--- src/rtl/riscv_ctrl_pkg.sv ---
`default_nettype none
// ============================================================================
//  Package     : riscv_ctrl_pkg
//  Description : Shared encodings for the multi-cycle RV32I main controller:
//                opcodes, branch func3 codes, ALUOp codes, datapath select
//                encodings and the controller state encoding.
//  Revision    : 1.0 - initial release
// ============================================================================
package riscv_ctrl_pkg;

  localparam int STATE_W = 4;

  // Supported major opcodes (instr[6:0])
  localparam logic [6:0] OP_R      = 7'b0110011;
  localparam logic [6:0] OP_I      = 7'b0010011;
  localparam logic [6:0] OP_LOAD   = 7'b0000011;
  localparam logic [6:0] OP_STORE  = 7'b0100011;
  localparam logic [6:0] OP_BRANCH = 7'b1100011;
  localparam logic [6:0] OP_JAL    = 7'b1101111;
  localparam logic [6:0] OP_JALR   = 7'b1100111;
  localparam logic [6:0] OP_LUI    = 7'b0110111;

  // Branch func3 codes
  localparam logic [2:0] F3_BEQ = 3'b000;
  localparam logic [2:0] F3_BNE = 3'b001;
  localparam logic [2:0] F3_BLT = 3'b100;
  localparam logic [2:0] F3_BGE = 3'b101;

  typedef enum logic [1:0] {
    ALUOP_ADD   = 2'b00,
    ALUOP_SUB   = 2'b01,
    ALUOP_RTYPE = 2'b10,
    ALUOP_ITYPE = 2'b11
  } alu_op_e;

  typedef enum logic [1:0] {
    SRCA_PC    = 2'b00,
    SRCA_OLDPC = 2'b01,
    SRCA_RS1   = 2'b10
  } src_a_e;

  typedef enum logic [1:0] {
    SRCB_RS2  = 2'b00,
    SRCB_IMM  = 2'b01,
    SRCB_FOUR = 2'b10
  } src_b_e;

  typedef enum logic [1:0] {
    RES_ALUOUT = 2'b00,
    RES_MEM    = 2'b01,
    RES_ALU    = 2'b10,
    RES_IMM    = 2'b11
  } result_e;

  typedef enum logic [2:0] {
    IMM_I = 3'b000,
    IMM_S = 3'b001,
    IMM_B = 3'b010,
    IMM_J = 3'b011,
    IMM_U = 3'b100
  } imm_e;

  typedef enum logic [STATE_W-1:0] {
    S_FETCH   = 4'd0,
    S_DECODE  = 4'd1,
    S_MEM_ADR = 4'd2,
    S_MEM_RD  = 4'd3,
    S_MEM_WB  = 4'd4,
    S_MEM_WR  = 4'd5,
    S_EX_R    = 4'd6,
    S_EX_I    = 4'd7,
    S_ALU_WB  = 4'd8,
    S_BRANCH  = 4'd9,
    S_JAL     = 4'd10,
    S_JALR    = 4'd11,
    S_JAL_WB  = 4'd12,
    S_LUI     = 4'd13
  } state_e;

endpackage
`default_nettype wire

--- src/rtl/multicycle_main_controller_if.sv ---
`default_nettype none
// ============================================================================
//  Interface   : multicycle_main_controller_if
//  Description : Controller <-> datapath bundle. master = controller side,
//                slave = datapath side.
//  Ports       : opcode[6:0], func3[2:0], zero, lt, mem_ready (datapath->ctrl)
//                pc_write, adr_src, ir_write, mem_write, reg_write,
//                alu_src_a[1:0], alu_src_b[1:0], result_src[1:0],
//                imm_src[2:0], alu_op[1:0], retire, illegal (ctrl->datapath)
//  Revision    : 1.0 - initial release
// ============================================================================
interface multicycle_main_controller_if;
  logic [6:0] opcode;
  logic [2:0] func3;
  logic       zero;
  logic       lt;
  logic       mem_ready;

  logic       pc_write;
  logic       adr_src;
  logic       ir_write;
  logic       mem_write;
  logic       reg_write;
  logic [1:0] alu_src_a;
  logic [1:0] alu_src_b;
  logic [1:0] result_src;
  logic [2:0] imm_src;
  logic [1:0] alu_op;
  logic       retire;
  logic       illegal;

  modport master (
    input  opcode, func3, zero, lt, mem_ready,
    output pc_write, adr_src, ir_write, mem_write, reg_write,
           alu_src_a, alu_src_b, result_src, imm_src, alu_op,
           retire, illegal
  );

  modport slave (
    output opcode, func3, zero, lt, mem_ready,
    input  pc_write, adr_src, ir_write, mem_write, reg_write,
           alu_src_a, alu_src_b, result_src, imm_src, alu_op,
           retire, illegal
  );
endinterface
`default_nettype wire

--- src/rtl/branch_cond_unit.sv ---
`default_nettype none
// ============================================================================
//  Module      : branch_cond_unit
//  Description : Combinational branch-taken decision from func3 and the
//                datapath zero / signed-less-than flags.
//  Ports       : func3[2:0] in, zero in, lt in, take out
//  Revision    : 1.0 - initial release
// ============================================================================
module branch_cond_unit
  import riscv_ctrl_pkg::*;
(
  input  logic [2:0] func3,
  input  logic       zero,
  input  logic       lt,
  output logic       take
);

  always_comb begin
    take = 1'b0;
    case (func3)
      F3_BEQ:  take = zero;
      F3_BNE:  take = ~zero;
      F3_BLT:  take = lt;
      F3_BGE:  take = ~lt;
      default: take = 1'b0;
    endcase
  end

endmodule
`default_nettype wire

--- src/rtl/multicycle_main_controller.sv ---
`default_nettype none
// ============================================================================
//  Module      : multicycle_main_controller
//  Description : Main Moore FSM of the multi-cycle RV32I core. Sequences
//                fetch / decode / execute / memory / writeback over the
//                shared ALU and memory and drives the datapath selects,
//                enables and the 2-bit ALUOp.
//  Ports       : clk  in  - rising-edge clock
//                rst  in  - synchronous active-high reset
//                bus  multicycle_main_controller_if.master
//  Config      : MEM_READY_HS_EN - when defined, FETCH / MEM_RD / MEM_WR wait
//                for bus.mem_ready; otherwise memory is single-cycle and
//                mem_ready is ignored.
//  Revision    : 1.0 - initial release
// ============================================================================
module multicycle_main_controller
  import riscv_ctrl_pkg::*;
(
  input  logic                         clk,
  input  logic                         rst,
  multicycle_main_controller_if.master bus
);

  state_e  r_state;
  state_e  w_next_state;
  logic    w_take;
  logic    w_mem_go;

  logic    w_pc_write;
  logic    w_adr_src;
  logic    w_ir_write;
  logic    w_mem_write;
  logic    w_reg_write;
  src_a_e  w_alu_src_a;
  src_b_e  w_alu_src_b;
  result_e w_result_src;
  imm_e    w_imm_src;
  alu_op_e w_alu_op;
  logic    w_retire;
  logic    w_illegal;

  branch_cond_unit u_branch_cond (
    .func3 (bus.func3),
    .zero  (bus.zero),
    .lt    (bus.lt),
    .take  (w_take)
  );

`ifdef MEM_READY_HS_EN
  assign w_mem_go = bus.mem_ready;
`else
  logic unused_mem_ready;
  assign unused_mem_ready = bus.mem_ready;
  assign w_mem_go         = 1'b1;
`endif

  always_ff @(posedge clk) begin
    if (rst) begin
      r_state <= S_FETCH;
    end else begin
      r_state <= w_next_state;
    end
  end

  always_comb begin
    w_next_state = S_FETCH;
    w_pc_write   = 1'b0;
    w_adr_src    = 1'b0;
    w_ir_write   = 1'b0;
    w_mem_write  = 1'b0;
    w_reg_write  = 1'b0;
    w_alu_src_a  = SRCA_PC;
    w_alu_src_b  = SRCB_RS2;
    w_result_src = RES_ALUOUT;
    w_imm_src    = IMM_I;
    w_alu_op     = ALUOP_ADD;
    w_retire     = 1'b0;
    w_illegal    = 1'b0;

    case (r_state)
      S_FETCH: begin
        // PC <= PC + 4 and IR/oldPC capture only on the cycle memory answers
        w_adr_src    = 1'b0;
        w_ir_write   = w_mem_go;
        w_alu_src_a  = SRCA_PC;
        w_alu_src_b  = SRCB_FOUR;
        w_result_src = RES_ALU;
        w_pc_write   = w_mem_go;
        w_next_state = w_mem_go ? S_DECODE : S_FETCH;
      end

      S_DECODE: begin
        // Speculative target oldPC+imm into ALUOut; JAL needs the J immediate
        w_alu_src_a = SRCA_OLDPC;
        w_alu_src_b = SRCB_IMM;
        w_imm_src   = (bus.opcode == OP_JAL) ? IMM_J : IMM_B;
        w_alu_op    = ALUOP_ADD;
        case (bus.opcode)
          OP_R:      w_next_state = S_EX_R;
          OP_I:      w_next_state = S_EX_I;
          OP_LOAD,
          OP_STORE:  w_next_state = S_MEM_ADR;
          OP_BRANCH: w_next_state = S_BRANCH;
          OP_JAL:    w_next_state = S_JAL;
          OP_JALR:   w_next_state = S_JALR;
          OP_LUI:    w_next_state = S_LUI;
          default: begin
            w_illegal    = 1'b1;
            w_next_state = S_FETCH;
          end
        endcase
      end

      S_EX_R: begin
        w_alu_src_a  = SRCA_RS1;
        w_alu_src_b  = SRCB_RS2;
        w_alu_op     = ALUOP_RTYPE;
        w_next_state = S_ALU_WB;
      end

      S_EX_I: begin
        w_alu_src_a  = SRCA_RS1;
        w_alu_src_b  = SRCB_IMM;
        w_imm_src    = IMM_I;
        w_alu_op     = ALUOP_ITYPE;
        w_next_state = S_ALU_WB;
      end

      S_ALU_WB: begin
        w_result_src = RES_ALUOUT;
        w_reg_write  = 1'b1;
        w_retire     = 1'b1;
        w_next_state = S_FETCH;
      end

      S_MEM_ADR: begin
        w_alu_src_a  = SRCA_RS1;
        w_alu_src_b  = SRCB_IMM;
        w_alu_op     = ALUOP_ADD;
        w_imm_src    = (bus.opcode == OP_STORE) ? IMM_S : IMM_I;
        w_next_state = (bus.opcode == OP_STORE) ? S_MEM_WR : S_MEM_RD;
      end

      S_MEM_RD: begin
        w_adr_src    = 1'b1;
        w_next_state = w_mem_go ? S_MEM_WB : S_MEM_RD;
      end

      S_MEM_WB: begin
        w_result_src = RES_MEM;
        w_reg_write  = 1'b1;
        w_retire     = 1'b1;
        w_next_state = S_FETCH;
      end

      S_MEM_WR: begin
        w_adr_src    = 1'b1;
        w_mem_write  = w_mem_go;
        w_retire     = w_mem_go;
        w_next_state = w_mem_go ? S_FETCH : S_MEM_WR;
      end

      S_BRANCH: begin
        // PC <= ALUOut (target computed in DECODE) only when taken
        w_alu_src_a  = SRCA_RS1;
        w_alu_src_b  = SRCB_RS2;
        w_alu_op     = ALUOP_SUB;
        w_result_src = RES_ALUOUT;
        w_pc_write   = w_take;
        w_retire     = 1'b1;
        w_next_state = S_FETCH;
      end

      S_JAL: begin
        // PC <= ALUOut (oldPC+immJ) while the ALU forms oldPC+4 as link value
        w_alu_src_a  = SRCA_OLDPC;
        w_alu_src_b  = SRCB_FOUR;
        w_alu_op     = ALUOP_ADD;
        w_imm_src    = IMM_J;
        w_result_src = RES_ALUOUT;
        w_pc_write   = 1'b1;
        w_next_state = S_ALU_WB;
      end

      S_JALR: begin
        w_alu_src_a  = SRCA_RS1;
        w_alu_src_b  = SRCB_IMM;
        w_imm_src    = IMM_I;
        w_alu_op     = ALUOP_ADD;
        w_result_src = RES_ALU;
        w_pc_write   = 1'b1;
        w_next_state = S_JAL_WB;
      end

      S_JAL_WB: begin
        w_alu_src_a  = SRCA_OLDPC;
        w_alu_src_b  = SRCB_FOUR;
        w_result_src = RES_ALU;
        w_reg_write  = 1'b1;
        w_retire     = 1'b1;
        w_next_state = S_FETCH;
      end

      S_LUI: begin
        w_imm_src    = IMM_U;
        w_result_src = RES_IMM;
        w_reg_write  = 1'b1;
        w_retire     = 1'b1;
        w_next_state = S_FETCH;
      end

      default: w_next_state = S_FETCH;
    endcase
  end

  // Outputs are forced quiet while reset is held so an aborted instruction
  // cannot write anything in the reset cycle.
  assign bus.pc_write   = rst ? 1'b0   : w_pc_write;
  assign bus.adr_src    = rst ? 1'b0   : w_adr_src;
  assign bus.ir_write   = rst ? 1'b0   : w_ir_write;
  assign bus.mem_write  = rst ? 1'b0   : w_mem_write;
  assign bus.reg_write  = rst ? 1'b0   : w_reg_write;
  assign bus.alu_src_a  = rst ? 2'b00  : w_alu_src_a;
  assign bus.alu_src_b  = rst ? 2'b00  : w_alu_src_b;
  assign bus.result_src = rst ? 2'b00  : w_result_src;
  assign bus.imm_src    = rst ? 3'b000 : w_imm_src;
  assign bus.alu_op     = rst ? 2'b00  : w_alu_op;
  assign bus.retire     = rst ? 1'b0   : w_retire;
  assign bus.illegal    = rst ? 1'b0   : w_illegal;

endmodule
`default_nettype wire

--- src/flat_wrapper.sv ---
// flat-port wrapper written by rule: the top's interface ports become plain ports
module multicycle_main_controller_flat import riscv_ctrl_pkg::*;
  (clk, rst, bus_opcode, bus_func3, bus_zero, bus_lt, bus_mem_ready, bus_pc_write, bus_adr_src, bus_ir_write, bus_mem_write, bus_reg_write, bus_alu_src_a, bus_alu_src_b, bus_result_src, bus_imm_src, bus_alu_op, bus_retire, bus_illegal);
  multicycle_main_controller_if bus_i ();
  input  logic clk;
  input  logic rst;
  input wire logic [$bits(bus_i.opcode)-1:0] bus_opcode;
  input wire logic [$bits(bus_i.func3)-1:0] bus_func3;
  input wire logic [$bits(bus_i.zero)-1:0] bus_zero;
  input wire logic [$bits(bus_i.lt)-1:0] bus_lt;
  input wire logic [$bits(bus_i.mem_ready)-1:0] bus_mem_ready;
  output wire logic [$bits(bus_i.pc_write)-1:0] bus_pc_write;
  output wire logic [$bits(bus_i.adr_src)-1:0] bus_adr_src;
  output wire logic [$bits(bus_i.ir_write)-1:0] bus_ir_write;
  output wire logic [$bits(bus_i.mem_write)-1:0] bus_mem_write;
  output wire logic [$bits(bus_i.reg_write)-1:0] bus_reg_write;
  output wire logic [$bits(bus_i.alu_src_a)-1:0] bus_alu_src_a;
  output wire logic [$bits(bus_i.alu_src_b)-1:0] bus_alu_src_b;
  output wire logic [$bits(bus_i.result_src)-1:0] bus_result_src;
  output wire logic [$bits(bus_i.imm_src)-1:0] bus_imm_src;
  output wire logic [$bits(bus_i.alu_op)-1:0] bus_alu_op;
  output wire logic [$bits(bus_i.retire)-1:0] bus_retire;
  output wire logic [$bits(bus_i.illegal)-1:0] bus_illegal;
  assign bus_i.opcode = bus_opcode;
  assign bus_i.func3 = bus_func3;
  assign bus_i.zero = bus_zero;
  assign bus_i.lt = bus_lt;
  assign bus_i.mem_ready = bus_mem_ready;
  assign bus_pc_write = bus_i.pc_write;
  assign bus_adr_src = bus_i.adr_src;
  assign bus_ir_write = bus_i.ir_write;
  assign bus_mem_write = bus_i.mem_write;
  assign bus_reg_write = bus_i.reg_write;
  assign bus_alu_src_a = bus_i.alu_src_a;
  assign bus_alu_src_b = bus_i.alu_src_b;
  assign bus_result_src = bus_i.result_src;
  assign bus_imm_src = bus_i.imm_src;
  assign bus_alu_op = bus_i.alu_op;
  assign bus_retire = bus_i.retire;
  assign bus_illegal = bus_i.illegal;
  multicycle_main_controller u_core (.clk(clk), .rst(rst), .bus(bus_i));
endmodule
--- config.mk ---
export PLATFORM = sky130hd
export DESIGN_NAME = multicycle_main_controller_flat
export DESIGN_NICKNAME = d
export VERILOG_FILES = /design/src/rtl/riscv_ctrl_pkg.sv /design/src/rtl/multicycle_main_controller_if.sv /design/src/rtl/branch_cond_unit.sv /design/src/rtl/multicycle_main_controller.sv /design/src/flat_wrapper.sv
export SDC_FILE = /design/constraint.sdc
export NUM_CORES = 1
export LEC_CHECK = 0
export CAP_MARGIN = 30
export CELL_PAD_IN_SITES_DETAIL_PLACEMENT = 2
export CELL_PAD_IN_SITES_GLOBAL_PLACEMENT = 2
export CORE_ASPECT_RATIO = 1.4
export CORE_MARGIN = 3
export CORE_UTILIZATION = 20
export CTS_BUF_LIST = sky130_fd_sc_hd__clkbuf_16
export DETAILED_ROUTE_END_ITERATION = 7
export GPL_TIMING_DRIVEN = 0
export PLACE_DENSITY = 0.79
export SLEW_MARGIN = 10
export SYNTH_ARGS = -nofsm -noshare
export SYNTH_HDL_FRONTEND = slang
export SYNTH_SLANG_ARGS = --single-unit
export TNS_END_PERCENT = 10
--- constraint.sdc ---
create_clock -name clk -period 5.9 [get_ports clk]
set_clock_uncertainty 0.15 [all_clocks]
set_input_delay 1.475 -clock clk [delete_from_list [all_inputs] [get_ports clk]]
set_output_delay 1.475 -clock clk [all_outputs]
set_load 0.02 [all_outputs]
**Word-level counts from Yosys, hierarchy flattened**

Index checks and enable logic that the tools add are counted.

- Output and inout port bits: 18
- Register bits after elaboration: 4
- Input port bits: 15
- Word-level logic and storage cells: 72

- Multiplexer cells: 31
- Bitwise operators: 2
- Equal/unequal tests: 24
- Reductions and logical operators: 14

Operators by type and width:

| cell | number |
|---|---|
| 4-bit case mux with 7 select lines | 1 |
| 4-bit == test, second input constant | 6 |
| 4-bit case mux with 6 select lines | 1 |
| 7-bit by 6-bit == test with 1-bit output, second input constant | 3 |
| 7-bit == test, second input constant | 3 |
| 4-bit by 3-bit == test with 1-bit output, second input constant | 4 |
| 1-bit 2-to-1 mux | 16 |
| 3-bit OR reduction | 5 |
| 2-bit case mux with 3 select lines | 2 |
| 3-bit case mux with 4 select lines | 1 |
| 4-bit by 2-bit == test with 1-bit output, second input constant | 2 |
| 2-bit 2-to-1 mux | 4 |
| 2-bit case mux with 2 select lines | 2 |
| 4-bit OR reduction | 2 |
| 8-bit OR reduction | 1 |
| 7-bit by 2-bit == test with 1-bit output, second input constant | 1 |
| 7-bit by 5-bit == test with 1-bit output, second input constant | 1 |
| 3-bit == test, second input constant | 2 |
| 3-bit 2-to-1 mux | 2 |
| 6-bit OR reduction | 1 |
| 5-bit OR reduction | 1 |
| 4-bit by 1-bit == test with 1-bit output, second input constant | 1 |
| 4-bit zero test | 1 |
| 1-bit case mux with 4 select lines | 1 |
| 5 further kinds | 7 |

**Longest topological paths before layout**

Gate-level depths: netlist of the first run.

- Word-level depth: 5
- Gate-level depth with buffers: 5
- Gate-level depth less buffers: 4

**Cells and area by module**

Synthesis of the first run repeated with hierarchy kept, for this count alone.

- Cell total of the unflattened synthesis: 109
- Area, all modules: 724.4 um^2

By module, submodules not included:

| module | times used | cells an instance | sequential area each (um^2) | area an instance (um^2) |
|---|---|---|---|---|
| multicycle_main_controller | 1 | 105 | 80.1 | 693.2 |
| branch_cond_unit | 1 | 4 | 0.0 | 31.3 |

**Least setup slack after synthesis of the first run**

No wires, ideal clock.

- Path type: input port to output port
- Start point: input bus_opcode[3]
- End point: output bus_imm_src[0]
- Stages: 5
- Data arrival time: 2.682 ns
- Data required time: 4.275 ns
- Buffers on the path: 1
- Path slack: 1.593 ns
- Cell sequence: and3b_1 buf_6 nand4b_2 or4_1 a31oi_1

- Word-level cells in the longest chain between the ends: 4
- Elaborated cells on any way between the ends: 6
- Classes of those cells: eq/ne (2); mux (4)

RTL lines:

| element | line | text |
|---|---|---|
| start, declared | flat_wrapper.sv:7 | `input wire logic [$bits(bus_i.opcode)-1:0] bus_opcode;` |
| 7-bit by 6-bit == test with 1-bit output or 7-bit == test (tied branches) | multicycle_main_controller.sv:140, multicycle_main_controller.sv:96 |  |
| 1-bit 2-to-1 mux (on tied branches) | multicycle_main_controller.sv:140, multicycle_main_controller.sv:96 |  |
| 3-bit case mux with 4 select lines (*) | multicycle_main_controller.sv:80 | `case (r_state)` |
| 3-bit 2-to-1 mux (*) | multicycle_main_controller.sv:226 | `assign bus.imm_src = rst ? 3'b000 : w_imm_src;` |
| end, declared | flat_wrapper.sv:20 | `output wire logic [$bits(bus_i.imm_src)-1:0] bus_imm_src;` |

Mark *: on every way between the ends. The rest lies on a longest branch, timed or not.

**Final worst setup path of the first run**

- Start point: input bus_opcode[5]
- End point: output bus_imm_src[0]

Same word-level chain as after synthesis.

==> summary.md, run 1 <==
| Metric | Value |
|---|---|
| Status | `completed` |
| Hold Crit Depth | `2` |
| Layout cell share with drive strength beyond 1 | `0.0758` |
| Vias per cell | `5.21` |
| Post-Syn Nets | `113` |
| Setup TNS | `0 ps` |
| Setup crit start kind | `input port` |
| Starting DRT DRC Count | `14` |
| Leakage dissipation | `roughly 0.43 nW` |
| Final Instance Area | `1070 µm²` |
| Remaining Overflow, GRT | `0` |
| Fin nets | `149` |
| Synth Instances | `98` |
| Synth top area share | `0.125` |
| Clk sinks | `4` |
| F_max | `187 MHz` |
| Worst Hold Class | `reg -> reg` |
| RSZ-0062 raised after global routing | `no` |
| Max clock buf depth | `2` |
| DRC errors left | `0` |
| N_diodes | `0` |
| RR Startpoint | `u_core.r_state[0]` |
| Worst setup margin | `551 ps` |
| Cts hold-fix bufs | `0` |
| Critical Path AT | `3720 ps` |
| Final hold slack | `approximately 410 ps` |
| CTS Buf Count | `3` |
| Die width | `53.9 µm` |
| Cell area power density | `176 nW/µm²` |
| Predominant post-synthesis flop cell | `dfxtp_1` |
| IO Count | `33` |
| Largest regs | `u_core.r_state (4)` |
| Worst R2R End | `u_core.r_state[1]` |
| Worst slew pin tran | `around 470 ps` |
| Post_cts resized | `0` |
| CP endpoint kind | `output port` |
| 1st-pass router iterations | `3` |
| Max reg flops | `4` |
| Worst VDD drop | `0.123 mV` |
| Initial antenna violation count | `0` |
| Core Area | `2960 µm²` |
| Crit path kind | `in -> out` |
| Die Ht | `73.0 µm` |
| Worst-path maximum fanout | `7` |
| Worst reg2reg setup slack | `4250 ps` |
| Most frequent cell after synthesis | `nor2_1` |
| Yosys cell types | `37` |
| Number of port buffers | `31` |
| Layout overhead on the synthesized area | `67.3%` |
| Final setup violation count | `0` |
| Count of pins over their slew limit | `0` |
| Post-Route WL | `2810 µm` |
| Crit path required time | `4280 ps` |
| Clock transition at the registers of the reported paths | `30 ps` |
| DR vias | `between 800 and 900` |
| Place WS | `552 ps` |
| Antenna-violating nets left | `0` |
| # H-tree levels | `1` |
| Tot Pwr | `0.189 mW` |
| Seq/Total Area, Yosys | `0.125` |
| Die area | `3930 µm²` |
| Max-cap violations | `0` |
| Slew headroom | `0.688` |
| Hold wc startpoint | `u_core.r_state[2]` |
| First-pass GRT wire length | `between 4000 and 5000 µm` |
| Avg WL per Cell | `16.6 µm` |
| Post-synth top cells | `nor2_1 (14), nor3_1 (7), a21oi_1 (6), nand2_1 (6)` |
| Min-Delay Endpoint | `u_core.r_state[1]` |
| Min cycle time layout | `5350 ps` |
| Post CTS Setup Buffer Count | `0` |
| Gpl congestion | `0.734` |
| Yosys top cell by area | `dfxtp_1` |
| DP Area | `998 µm²` |
| Mean Syn Cell Area | `6.55 µm²` |
| Synth area leaders | `dfxtp_1 (12%), nor2_1 (8.2%), nor3_1 (5.5%), a21oi_1 (4.7%), a2bb2oi_1 (4.1%)` |
| Tot GR Track Use | `0.167` |
| Root Driver | `clkbuf_16` |
| Largest net degree at the start of global routing | `11` |
| Finished Core Util | `0.362` |
| Number of synthesized flops with an enable pin | `0` |
| Reg2reg path depth | `5` |
| CTS tree | `yes` |
| Largest Register | `u_core.r_state` |
| Clk_lat worst skew | `230 ps` |
| Dpl cells | `166` |
| Initial core utilization | `0.217` |
| Non-filler cells, final | `approximately 170` |
| Placed wire-length estimate | `2150 µm` |
| Fin. Hold Viols | `0` |
| Core Rows | `23` |
| Crit share post-route | `0.907` |
| Number of global-route vias before repair | `998` |
| Share of flip-flops with an asynchronous set or reset | `0` |
| Ys Warns | `0` |
| Seq cells post-synth | `4` |
| Syn Std Cell Area | `642 µm²` |
-- power breakdown --
| group | switching (mW) | leakage [nW] | total [mW] | internal, mW |
|---|---|---|---|---|
| clock network | 0.0230 | 0.0370 | 0.110 | 0.0869 |
| registers | 0.000233 | 0.0326 | 0.0282 | 0.0280 |
| logic | 0.0261 | 0.364 | 0.0506 | 0.0245 |
| total | 0.0493 | 0.434 | 0.189 | 0.139 |
-- logic make-up after synthesis --
logic type | after synthesis | share of synthesized area
buf+inv | 13 | 0.0955
compound gates | 25 | 0.259
xor+xnor | 4 | 0.0546
flops | 4 | 0.125
simple gates | 51 | 0.450
mux | 1 | 0.0156
-- critical path: stages --
cell and delay [ps]:
clkdlybuf4s50_1 610, and4b_1 250, nand3_1 120, or3_1 370, a31oi_1 250, clkdlybuf4s50_1 650
-- layout by cell type (no fill, tap or decap), types with 4 or more instances in the layout --
cell / netlist / routed
nor2_1: 14 / 14
a21oi_1: 6 / 6
dfxtp_1: 4 / 4
clkdlybuf4s50_1: 0 / 31
inv_1: 4 / 4
and3_1: 4 / 4
nor3_1: 7 / 7
buf_2: 4 / 4
o21ai_0: 4 / 4
nand2_1: 6 / 6
-- cell type report --
cell class	count	area (µm²)
fillers	365	1890
multi-input cells	81	500
repair buffers	31	310
flip-flops and latches	4	80.1
clock buffers	3	75.1
plain buffers	9	46.3
well taps	37	46.3
inverters	4	15.0
-- per-layer routing --
metal | vias up | share of wire | GRT usage
met3 | 9 | 0.037 | 0.0266
met5 | - | 0 | 0
li1 | 429 | - | -
met2 | 22 | 0.58 | 0.326
met1 | 420 | 0.35 | 0.157
met4 | 0 | 0.031 | 0.0795
-- worst max-delay path by stage --
stage	startpoint	end	slack, ps
after floorplan	bus_opcode[3]	bus_imm_src[0]	1590
final	bus_opcode[5]	bus_imm_src[0]	550
after global routing	bus_opcode[5]	bus_imm_src[0]	430
after detailed placement	bus_opcode[5]	bus_imm_src[0]	550
after global placement	bus_opcode[5]	bus_imm_src[0]	640
after CTS	bus_opcode[5]	bus_imm_src[0]	550
Note: power is estimated with default switching activity, not from simulation.
==> run 2, diff against run 1 <==
Settings changed: REMOVE_ABC_BUFFERS set to 1.
==> summary.md, run 2 (synthesis results as in run 1) <==
| Metric | Value |
|---|---|
| Largest net degree at the start of global routing | `21 (+10)` |
| Setup crit start kind | `input port` |
| Vias per cell | `5.10 (-2.1%)` |
| Worst VDD drop | `0.0799 mV (-35%)` |
| F_max | `188 MHz (+0.59%)` |
| Dpl cells | `157 (-5.4%)` |
| Fin. Hold Viols | `0 (unchanged)` |
| Core Rows | `23 (unchanged)` |
| Die Ht | `73.0 µm (unchanged)` |
| Worst stage delay on the critical path | `690 ps (+40 ps)` |
| Fin nets | `140 (-6.0%)` |
| Commonest non-fill, non-tap cell in the layout | `clkdlybuf4s50_1` |
| Place WS | `593 ps (+41.3 ps)` |
| Non-filler cells, final | `160 (-5.3%)` |
| Initial core utilization | `0.217 (unchanged)` |
| Setup TNS | `0 ps (unchanged)` |
| Crit path required time | `4280 ps (about the same)` |
| Cell area power density | `178 nW/µm² (+1.3%)` |
| Tot Pwr | `0.183 mW (-3.0%)` |
| Placed wire-length estimate | `1920 µm (-11%)` |
| Most frequent cells in the layout | `clkdlybuf4s50_1 (31), nor2_1 (14), nor3_1 (7)` |
| CP max stage cell | `clkdlybuf4s50_1` |
| Root Driver | `clkbuf_16` |
| Worst slew pin tran | `626 ps (+157 ps)` |
| Critical Path AT | `3690 ps (-30 ps)` |
| CTS tree | `yes` |
| Worst-path maximum fanout | `14 (+7)` |
| Clk sinks | `4 (unchanged)` |
| Antenna-violating nets left | `0 (unchanged)` |
| Avg WL per Cell | `15.3 µm (-8.0%)` |
| Largest regs | `u_core.r_state (4)` |
| CP dominant cell by count | `clkdlybuf4s50_1` |
| Worst setup margin | `582 ps (+31.3 ps)` |
| Leakage dissipation | `0.402 nW (-7.4%)` |
| Post CTS Setup Buffer Count | `0 (unchanged)` |
| Clock transition at the registers of the reported paths | `30 ps (about the same)` |
| RSZ-0062 raised after global routing | `no` |
| Clk_lat worst skew | `230 ps (about the same)` |
| Tot GR Track Use | `0.134 (-0.0328)` |
| Core Area | `2960 µm² (unchanged)` |
| Number of port buffers | `31 (unchanged)` |
| Final setup violation count | `0 (unchanged)` |
| Die width | `53.9 µm (unchanged)` |
| Final hold slack | `648 ps (+234 ps)` |
| Starting DRT DRC Count | `11 (-3)` |
| Largest Register | `u_core.r_state` |
| Gpl congestion | `0.789 (+7.5%)` |
| Worst Hold Class | `reg -> reg` |
| CTS Buf Count | `3 (unchanged)` |
| Count of pins over their slew limit | `0 (unchanged)` |
| Final Instance Area | `1030 µm² (-4.3%)` |
| Cts hold-fix bufs | `0 (unchanged)` |
| IO Count | `33 (unchanged)` |
| Die area | `3930 µm² (unchanged)` |
| CP endpoint kind | `output port` |
| DP Area | `952 µm² (-4.6%)` |
| Max clock buf depth | `2 (unchanged)` |
| Max reg flops | `4 (unchanged)` |
| DR vias | `816 (-7.3%)` |
| Post_cts resized | `0 (unchanged)` |
| Layout overhead on the synthesized area | `60.0%` |
| 1st-pass router iterations | `4 (+1)` |
| Slew headroom | `0.582 (-0.105)` |
| Crit path kind | `in -> out` |
| Post-Route WL | `2450 µm (-13%)` |
| First-pass GRT wire length | `4000 µm (-16%)` |
| DRC errors left | `0 (unchanged)` |
| Cell Chain, Critical Path | `clkdlybuf4s50_1 > or3_1 > nor2_1 > and4_1 > clkdlybuf4s50_1` |
| # H-tree levels | `1 (unchanged)` |
| Max-cap violations | `0 (unchanged)` |
| Number of global-route vias before repair | `865 (-13%)` |
| Min cycle time layout | `5320 ps (-31.3 ps)` |
| Initial antenna violation count | `0 (unchanged)` |
| Crit share post-route | `0.901 (-0.00530)` |
| Finished Core Util | `0.347 (-0.0156)` |
| Remaining Overflow, GRT | `0 (unchanged)` |
| Status | `completed` |
| Layout cell share with drive strength beyond 1 | `0.0407 (-0.0351)` |
| N_diodes | `0 (unchanged)` |
## run 2: cell count changes in the layout (fill, tap and decap cells not counted), sizes merged
cell	change
buf	-6
clkbuf	-3
## run 2: report_power, final
group	switching, mW	internal (mW)
Sequential	0.00328	0.0280
Clock	0.0201	0.0867
Combinational	0.0218	0.0232
Total	0.0452	0.138
## run 2: final timing paths
| kind | from | endpoint | slack, ps | cells after the start |
|---|---|---|---|---|
| worst max-delay path | rst | bus_illegal | 580 | 5 |
| worst min-delay path | u_core.r_state[0] | u_core.r_state[0] | 650 | 3 |
| worst max register to register | u_core.r_state[1] | u_core.r_state[2] | 4070 | 3 |
| worst min register to register | u_core.r_state[0] | u_core.r_state[0] | 650 | 3 |
## run 2: metal layers
| metal | track usage | wire length (µm) |
|---|---|---|
| met2 | 0.252 | 1300 |
| met5 | 0 | 0 |
| met1 | 0.147 | 1020 |
| met3 | 0.0123 | 95 |
| met4 | 0.0511 | 31 |
## run 2: critical path, delay by kind of cell
kind	cells	cell delay [ps]
buffers and inverters	2	1290
AND/OR/NAND/NOR	3	920
## run 2: area by class of cell
class                           count  area (µm²)
Clock buffer                        3        75.1
Fill cell                         364        1940
Inverter                            4        15.0
Multi-Input combinational cell     81         500
Sequential cell                     4        80.1
Tap cell                           37        46.3
Timing Repair Buffer               31         310
==> run 3, diff against run 2 <==
Settings changed: GPL_ROUTABILITY_DRIVEN set to 0.
==> results of run 3 <==
Same layout as run 2: the final DEF is identical, and so are final timing and power.
